===== src/rtl/stopwatch_if.sv =====
// Control/display bundle between the push-button front end and the stopwatch core.
interface stopwatch_if;
  logic       start;
  logic       stop;
  logic [5:0] MM;
  logic [5:0] SS;
  logic       sec_tick;

  modport master (output start, stop, input MM, SS, sec_tick);
  modport slave  (input start, stop, output MM, SS, sec_tick);
endinterface


===== src/rtl/stopwatch.sv =====
// MM:SS stopwatch with an internal seconds prescaler and start/stop control.
// Optional STOPWATCH_SAT_EN: saturate at 59:59, force PAUSE, and ignore start until reset.
module stopwatch #(
  parameter int unsigned TICK_DIV = 100_000_000,
  parameter int unsigned CNT_W    = 27
) (
  input  logic        clk,
  input  logic        reset,
  stopwatch_if.slave  bus
);

  typedef enum logic {PAUSE = 1'b0, RUN = 1'b1} state_t;

  localparam logic [CNT_W-1:0] PRESC_MAX = CNT_W'(TICK_DIV - 1);

  state_t           state;
  logic [CNT_W-1:0] presc;
  logic [5:0]       mm;
  logic [5:0]       ss;
  logic             tick;
  logic             tick_due;
  logic             at_max;
`ifdef STOPWATCH_SAT_EN
  logic             locked;
`endif

  // The RUN flag as registered before the edge gates counting, so a stop
  // sampled on a tick edge still lets that tick land.
  assign tick_due = (state == RUN) && (presc == PRESC_MAX);
  assign at_max   = (mm == 6'd59) && (ss == 6'd59);

  always_ff @(posedge clk or posedge reset) begin
    if (reset) begin
      state <= PAUSE;
      presc <= '0;
      mm    <= '0;
      ss    <= '0;
      tick  <= 1'b0;
`ifdef STOPWATCH_SAT_EN
      locked <= 1'b0;
`endif
    end else begin
      tick <= 1'b0;

      if (state == RUN) begin
        if (tick_due) begin
          presc <= '0;
          tick  <= 1'b1;
`ifdef STOPWATCH_SAT_EN
          if (!at_max) begin
`else
          begin
`endif
            if (ss == 6'd59) begin
              ss <= '0;
              mm <= at_max ? 6'd0 : mm + 6'd1;
            end else begin
              ss <= ss + 6'd1;
            end
          end
        end else begin
          presc <= presc + CNT_W'(1);
        end
      end

      if (bus.stop) begin
        state <= PAUSE;
`ifdef STOPWATCH_SAT_EN
      end else if (bus.start && (state == PAUSE) && !locked) begin
`else
      end else if (bus.start && (state == PAUSE)) begin
`endif
        state <= RUN;
      end

`ifdef STOPWATCH_SAT_EN
      if (tick_due && at_max) begin
        state  <= PAUSE;
        locked <= 1'b1;
      end
`endif
    end
  end

  assign bus.MM       = mm;
  assign bus.SS       = ss;
  assign bus.sec_tick = tick;

endmodule


===== src/flat_wrapper.sv =====
// flat-port wrapper written by rule: the top's interface ports become plain ports
module stopwatch_flat 
#(
  parameter int unsigned TICK_DIV = 100_000_000,
  parameter int unsigned CNT_W    = 27
)
  (clk, reset, bus_start, bus_stop, bus_MM, bus_SS, bus_sec_tick);
  stopwatch_if bus_i ();
  input  logic clk;
  input  logic reset;
  input wire logic [$bits(bus_i.start)-1:0] bus_start;
  input wire logic [$bits(bus_i.stop)-1:0] bus_stop;
  output wire logic [$bits(bus_i.MM)-1:0] bus_MM;
  output wire logic [$bits(bus_i.SS)-1:0] bus_SS;
  output wire logic [$bits(bus_i.sec_tick)-1:0] bus_sec_tick;
  assign bus_i.start = bus_start;
  assign bus_i.stop = bus_stop;
  assign bus_MM = bus_i.MM;
  assign bus_SS = bus_i.SS;
  assign bus_sec_tick = bus_i.sec_tick;
  stopwatch #(.TICK_DIV(TICK_DIV), .CNT_W(CNT_W)) u_core (.clk(clk), .reset(reset), .bus(bus_i));
endmodule

===== config.mk =====
export PLATFORM = sky130hd
export DESIGN_NAME = stopwatch_flat
export DESIGN_NICKNAME = d
export VERILOG_FILES = /design/src/rtl/stopwatch_if.sv /design/src/rtl/stopwatch.sv /design/src/flat_wrapper.sv
export SDC_FILE = /design/constraint.sdc
export NUM_CORES = 1
export LEC_CHECK = 0
export ABC_AREA = 1
export BUFFER_PORTS_ARGS = -buffer_cell sky130_fd_sc_hd__buf_4
export CAP_MARGIN = 30
export CORE_AREA = 2 2 74 76
export DETAILED_ROUTE_END_ITERATION = 12
export DIE_AREA = 0 0 76 78
export MAX_ROUTING_LAYER = met4
export PLACE_DENSITY = 0.79
export SYNTH_ARGS = -nofsm -noshare
export SYNTH_HDL_FRONTEND = slang
export SYNTH_SLANG_ARGS = --single-unit

===== constraint.sdc =====
create_clock -name clk -period 1.85 [get_ports clk]
set_clock_uncertainty 0.1 [all_clocks]
set_input_delay 0.2775 -clock clk [delete_from_list [all_inputs] [get_ports clk]]
set_output_delay 0.2775 -clock clk [all_outputs]
set_load 0.01 [all_outputs]

# Yosys cells after proc, flatten, opt, wreduce, memory -nomap -nowiden
# Index checks and enable logic that the tools add are counted.
# classes
reduce_logical	6
n_eq_ne	3
n_addsub	3
n_mux	7
bitwise	1
# ops
cell	count
adder 27 x 1 -> 27 bit, second input constant	1
== test 27 bit, second input constant	1
2-to-1 mux 27 bit	1
adder 6 x 1 -> 6 bit, second input constant	2
== test 6 bit, second input constant	2
2-to-1 mux 6 bit	2
2-to-1 mux 1 bit	4
logical AND 1 bit	3
AND reduction 3 bit	1
AND reduction 2 bit	1
nonzero test 2 bit	1
inverter 1 bit	1
# word_totals
ff_bits	41
output_inout_bits	13
word_cells	25
in_bits	4

# Longest topological paths before layout
# Gate-level depths: netlist of run 1.
# depth
word_depth	4
depth_mapped	10
mapped_depth_nobuf	9

# Worst setup path after synthesis of run 1
# No wires, ideal clock.
# synth_timing
kind	reg-to-reg
start	reg u_core.ss[0] (netlist: u_core.bus.SS[0])
end	reg u_core.mm[5] (netlist: u_core.bus.MM[5])
path_buffers	1
stages_incl_launch_ff	10
setup_ps	113
t_arrival_ps	1298
period_less_slack_ps	1511
required_ps	1637
slack_ps	339
path_cell_list	dfrtp_1 ha_1 nand2_1 nor2_1 buf_2 nand2_1 nand3_1 nand3_1 nand2_1 inv_1
# synth_between
elab_chain_len	3
word_cells_on_any_way	4
classes_between	1 x eq/ne; 1 x mux; 2 x reduce/logical
# synth_rtl
item	line_no	source
from (decl)	stopwatch.sv:19	logic [5:0] ss;
from (signal assigned)	stopwatch.sv:58	ss <= ss + 6'd1;
== test 6 bit *	stopwatch.sv:30, stopwatch.sv:54	
logical AND 1 bit	stopwatch.sv:30	assign at_max = (mm == 6'd59) && (ss == 6'd59);
2-to-1 mux 6 bit	stopwatch.sv:56	mm <= at_max ? 6'd0 : mm + 6'd1;
to (signal assigned)	stopwatch.sv:56	
to (decl)	stopwatch.sv:18	logic [5:0] mm;
# Every way passes the cells marked *; elsewhere a longest branch is shown, timed or not.
# A chain may end at the register's enable or synchronous reset.

# Worst setup path after layout of run 1
# layout_timing
start	reg u_core.presc[1]
end	reg u_core.presc[0]
# layout_between
elab_chain_len	3
# layout_rtl
item	line_no	source
from (decl)	stopwatch.sv:17	logic [CNT_W-1:0] presc;
from (signal assigned)	stopwatch.sv:62	presc <= presc + CNT_W'(1);
== test 27 bit	stopwatch.sv:29	assign tick_due = (state == RUN) && (presc == PRESC_MAX);
logical AND 1 bit	stopwatch.sv:29	
2-to-1 mux 27 bit	stopwatch.sv:46	if (tick_due) begin
# No other way between the ends.

==> results.cfg, run 1 <==
[floorplan]
die_w_um = 76
die_area_um2 = 5928
dieHeight_um = 78
placeableCoreArea_um2 = 5042
ios = 17
rows = 26
initial_utilization_pct = 53.85

[global_route]
grt_max_degree = 42
use_met3_pct = 3.721
grt_usage_pct = 23.92
use_met1_pct = 30.29
grt_pass1_wl_um = 11140
top_usage_layer = met2
gr-total-overflow = 0
use_met2_pct = 39.46
antenna_found_initial = 0
grt_pass1_vias = 2415

[placed_design]
port_buffers = 16
gp_congestion = 1.007
dpl.hpwl_um = 4768
post-place-ws_ns = 0.1040
place_inst = 487
placedInstanceArea_um2 = 2933

[route]
drc = 0
num_vias = 2588
antenna_left = 0
wl_per_cell_um = 12.67
dr.pass1.iters = 5
avgViaCountPerCell = 5.218
routed_wl_um = 6284
drt_iter0_drc = 329

[sta]
hold_violations = 0
tightest_slew_ns = 0.5245
setup_viol = 0
rsz0062_at_grt = no
post-route-period-util_pct = 90.91
finalMaxSlewViolations = 0
setup_slack_ns = 0.1682
setup_tns_ns = 0
max_freq_mhz = 594.6
finalCriticalPeriod_ns = 1.682
maxSlewHeadroom_pct = 65.03

[final_layout]
nets = 432
final_cell_area_um2 = 3035
fill_cells = 475
antenna_cells = 0
final_cells = 496
areaGrowthSynthToFinish_pct = 11.80
drive_gt1_share_pct = 15.96

[critical_path]
r2r-start = u_core.presc[1]
path_class = reg2reg
worstPathMaxFanout = 11
endpoint_kind = register
cp-startpoint = u_core.presc[1]
cp_data_required_time_ns = 1.93
crit_chain = ha_1 -> nand2_1 -> nor2_1 -> nand2_1 -> nor2_2 -> nand2_2 -> nand3_1 -> o21ai_0
critPathSlowestCell = dfrtp_1
critPathMaxStageDelay_ns = 0.38
reg2reg_setup_slack_ns = 0.17
cp-start-kind = register
crit_top_cell = nand2_1
critPathTopFamily = simple AND/OR/NAND/NOR gates
path_buf_inv = 0
arrival_ns = 1.76

[synthesis]
syn_area_um2 = 2715
syn_inst = 400
yosysSeqAreaShare_pct = 37.79
synth.most_common_cell = nand2_1
avgSynthCellArea_um2 = 6.788
synth_top_area_cell = dfrtp_1
ys_ff_latch = 41
synthArstFlopShare_pct = 100.0
syn_nets = 407
ys.flop_type = dfrtp_1
synth_edf_count = 0
synth.area.top_cells = dfrtp_1, nand2_1, nor2_1
yosys-top-cells-count = nand2_1, nor2_1, inv_1
yosysTopAreaCellShare_pct = 37.79
synth.distinct_cells = 27
yosys_warnings = 0

[flow_run]
maxCapViolCount = 0

[pwr]
cellPowerDensity_nw_per_um2 = 579.0
total_power_mw = 1.757
leakage_nw = 1.546
ir_worst_vdd_v = 0.0002893

[min_path]
hold_path.class = in2async

[cts]
cts_tree = built
hold_buffers = 0
clock-sinks = 41
cts_root_buf = clkbuf_8
cts_buffer_depth = 2
path_clk_slew_ns = 0.08
clock_latency_ns = 0.30
cts_made_buffers = 5
h-tree-depth = 2

[outcome]
status = finished, final reports clean
==> report_power, final <==
part	internal [mW]	total (mW)	switching, mW
Clock	0.266	0.601	0.334
Combinational	0.0577	0.156	0.0984
Sequential	0.945	1.00	0.0558
Total	1.27	1.76	0.489
==> placed cells by master (no fill, tap or decap), drive strengths merged, types with 9 or more instances in the layout <==
cell type and n:
nand2 110, nor2 74, o21ai 13, buf 24
nor3 9, nand4 11, inv 62, dfrtp 41
a21oi 9, nand3 47
==> registers in the layout, indices dropped and copies added (netlist names) <==
signal,flops
u_core.presc,27
u_core.bus.SS,6
u_core.state,1
u_core.bus.sec_tick,1
u_core.bus.MM,6
==> routing by layer <==
metal | up-vias | wire length [um] | share of wire [%]
met2 | 88 | 2986 | 48
met3 | 10 | 389 | 6.2
li1 | 1294 | - | -
met5 | - | 0 | 0
met4 | 0 | 114 | 1.8
met1 | 1196 | 2793 | 44
==> what timing repair did <==
action / in CTS / in global routing
resized for setup: 0 / 2
buffers inserted: 0 / 1
endpoints found under the setup margin: 0 / 15
==> final cells by class <==
| type | count | area [um2] | share of cell area (%) |
|---|---|---|---|
| clock buffer | 6 | 72.57 | 2.391 |
| clock inverter | 2 | 15.01 | 0.4946 |
| inverter | 62 | 232.7 | 7.667 |
| multi-input combinational | 291 | 1421 | 46.83 |
| sequential | 41 | 1026 | 33.80 |
| tap | 70 | 87.58 | 2.885 |
| timing repair buffer | 24 | 180.2 | 5.936 |
==> tightest hold or removal path: cells and delay by family <==
| kind | cells | cell delay [ns] |
|---|---|---|
| buffers and inverters | 3 | 0.58 |
==> kinds of logic after synthesis <==
| family | Yosys count | synth area share (%) |
|---|---|---|
| AND/OR/NAND/NOR | 259 | 43.41 |
| AO/OA/AOI/OAI | 22 | 5.023 |
| XOR/XNOR | 7 | 2.258 |
| buffers and inverters | 68 | 10.14 |
| adder cells (fa/ha/maj) | 3 | 1.383 |
| flip-flops | 41 | 37.79 |
==> stage by stage <==
stage               hold WS [ns]  utilization [%]
finish                  0.003198            60.20
global placement          0.3443            58.16
CTS                      0.02409            59.90
detailed placement        0.3509            58.16
global route             0.05229            60.20
floorplan                 0.2439                -
==> path summary, 6_finish.rpt <==
check,to,depth (start not counted)
min in group clk,u_core.state,2
hold / removal,u_core.presc[22],3
setup reg to reg,u_core.presc[0],8
max in group asynchronous,u_core.bus.sec_tick,3
hold reg to reg,u_core.presc[4],1
setup / recovery,u_core.presc[0],8
No activity file was read; power rests on OpenSTA's default activity.
==> inputs of run 2 (changes only) <==
- ABC_AREA: 1 -> 0
- CORE_AREA: 2 2 74 76 -> 2 2 65 67
- DIE_AREA: 0 0 76 78 -> 0 0 67 69
- PLACE_DENSITY: 0.79 -> 0.8
==> run 2 against run 1 <==
The run now ends with setup timing left. Core utilization rose by 12 points. Die area fell by 22%. Non-clock buffer count rose by 43. Maximum frequency fell by 17%. Power rose by 6.5%. Sequential share of layout area rose by 2.6 points. Sequential cell count did not move. Critical endpoint is now u_core.bus.MM[2]. Highest routed layer unchanged.
==> results.cfg, run 2 <==
[critical_path]
r2r-start = u_core.presc[8]
rr_worst_depth = 6
arrival_ns = 2.12
cp-start-kind = register
reg2reg_setup_slack_ns = -0.19
r2r-end = u_core.bus.MM[2]
endpoint_kind = register
worstPathMaxFanout = 6
path_class = reg2reg
cp_data_required_time_ns = 1.93
cp-startpoint = u_core.presc[8]

[floorplan]
placeableCoreArea_um2 = 3914
die_w_um = 67
dieHeight_um = 69
die_area_um2 = 4623
ios = 17
initial_utilization_pct = 53.29
rows = 23

[pwr]
clockPowerShare_pct = 30.7
p_seq_share_pct = 53.0
intPower_mw = 1.371
p_switching_mw = 0.5017
swShare_pct = 26.79
leakage_nw = 1.385
ir_worst_vdd_v = 0.0006736
comb_power_share_pct = 16.3
cellPowerDensity_nw_per_um2 = 663.9

[synthesis]
syn_inst = 214
synth_top_area_cell = dfrtp_1
syn_nets = 221
ys.flop_type = dfrtp_1
yosysTopAreaCellShare_pct = 49.19
yosysSeqAreaShare_pct = 49.19
avgSynthCellArea_um2 = 9.746
yosys-top-cells-count = dfrtp_1, nor2_1, nand2_1
syn_area_um2 = 2086
synthArstFlopShare_pct = 100.0
synth.most_common_cell = dfrtp_1
yosys_warnings = 0
synth.area.top_cells = dfrtp_1, xor2_1, nand4_1
synth_edf_count = 0
synth.distinct_cells = 38
ys_ff_latch = 41

[global_route]
grt_usage_pct = 23.40
gr-total-overflow = 0
grt_pass1_vias = 1737
grt_max_degree = 42
antenna_found_initial = 0
grt_pass1_wl_um = 8142

[sta]
maxSlewHeadroom_pct = 64.55
post-route-period-util_pct = 110.0
rsz0062_at_grt = yes
tightest_slew_ns = 0.5318
hold_violations = 0
setup_viol = 26
setup_slack_ns = -0.1859
whs_ns = 0.003602
finalCriticalPeriod_ns = 2.036
finalMaxSlewViolations = 0
max_freq_mhz = 491.2

[final_layout]
areaGrowthSynthToFinish_pct = 35.21
largest_reg_flops = 27
antenna_cells = 0
nets = 286
largest-register = u_core.presc
drive_gt1_share_pct = 35.36
layout_commonest_cell = buf_4
fill_cells = 294
most-common-layout-cells = buf_4, dfrtp_1, nor2_1

[cts]
hold_buffers = 0
cts_tree = built
clock_latency_ns = 0.30
h-tree-depth = 2
cts_buffer_depth = 2
cts_made_buffers = 5
clock-sinks = 41
cts_root_buf = clkbuf_8
path_clk_slew_ns = 0.09

[route]
drt_iter0_drc = 120
avgViaCountPerCell = 5.745
antenna_left = 0
dr.pass1.iters = 4
num_vias = 1896
drc = 0
wl_per_cell_um = 16.16
routed_wl_um = 5334

[placed_design]
gp_congestion = 0.8341
dpl.hpwl_um = 3231
port_buffers = 16
post-place-ws_ns = -0.1799

[flow_run]
maxCapViolCount = 0

[min_path]
hold_path.class = in2async

[outcome]
status = complete, but fails checks
violations = setup timing
run 2: cell count changes in the layout (fill, tap and decap cells not counted), moves of 6 or more:
cell	delta
nand2_1	-82
inv_1	-55
nor2_1	-42
buf_4	+37
nand3_1	-34
a21oi_1	-9
xnor2_1	+9
and3_1	+8
buf_6	+6
o21ai_1	+6
or2_2	-6
xor2_1	+6
run 2: timing repair:
action                     CTS  global route
pin swaps                    8             9
setup endpoints to repair   23            27
resized for setup           13            15
buffers inserted             2             9
run 2: worst max path at each step:
stage,endpoint,depth (start not counted)
after floorplan,u_core.bus.MM[2],7
after global placement,u_core.bus.SS[5],7
after CTS,u_core.bus.MM[2],7
after global routing,u_core.bus.MM[2],7
final,u_core.bus.MM[2],6
after detailed placement,u_core.bus.SS[5],6
run 2: cell type report:
type | instances | area (um2) | area share [%]
Inverter | 4 | 20.02 | 0.7099
Timing Repair Buffer | 67 | 525.5 | 18.63
Tap cell | 50 | 62.56 | 2.218
Clock buffer | 8 | 80.08 | 2.839
Multi-Input combinational cell | 160 | 1106 | 39.22
Sequential cell | 41 | 1026 | 36.38
run 2: cells by family (layout without fill, tap and decap cells):
| family | count (synthesis) | count (layout) | synth area share [%] |
|---|---|---|---|
| mux | 4 | 4 | 2.460 |
| flops | 41 | 41 | 49.19 |
| xor+xnor | 22 | 22 | 9.238 |
| fa+ha+maj | 3 | 3 | 1.800 |
| simple gates | 111 | 111 | 28.37 |
| compound gates | 20 | 20 | 5.639 |
| buf+inv | 13 | 79 | 3.299 |
run 2: power groups by stage:
stage,Sequential (mW),Clock (mW),Combinational (mW)
floorplan,1.02,0,0.107
global placement,0.996,0,0.254
detailed placement,0.998,0,0.261
CTS,0.981,0.578,0.268
global route,0.996,0.628,0.336
finish,0.992,0.576,0.305
run 2: worst max-delay path, stage by stage, from the launching register on:
cell      delay, ns
dfrtp_1        0.41
nor4b_2        0.31
nand4_1        0.19
or3_4          0.43
clkinv_4       0.10
nand3_4        0.07
mux2_4         0.30
run 2: stage by stage:
stage | instances | power, mW | util, % | TNS, ns | area (um2)
floorplan | 214 | 1.126 | - | -1.715 | 2105
global placement | 312 | 1.251 | 64.96 | -0.5381 | 2542
detailed placement | 312 | 1.259 | 64.96 | -1.436 | 2542
CTS | 322 | 1.827 | 68.83 | -1.315 | 2694
global route | 330 | 1.960 | 72.06 | -3.302 | 2820
finish | 330 | 1.872 | 72.06 | -1.981 | 2820
run 2: layer usage:
metal	global-route usage [%]	routed length (um)
met2	34.98	2654
met3	5.383	293
met4	8.390	116
met1	31.08	2269
met5	-	0
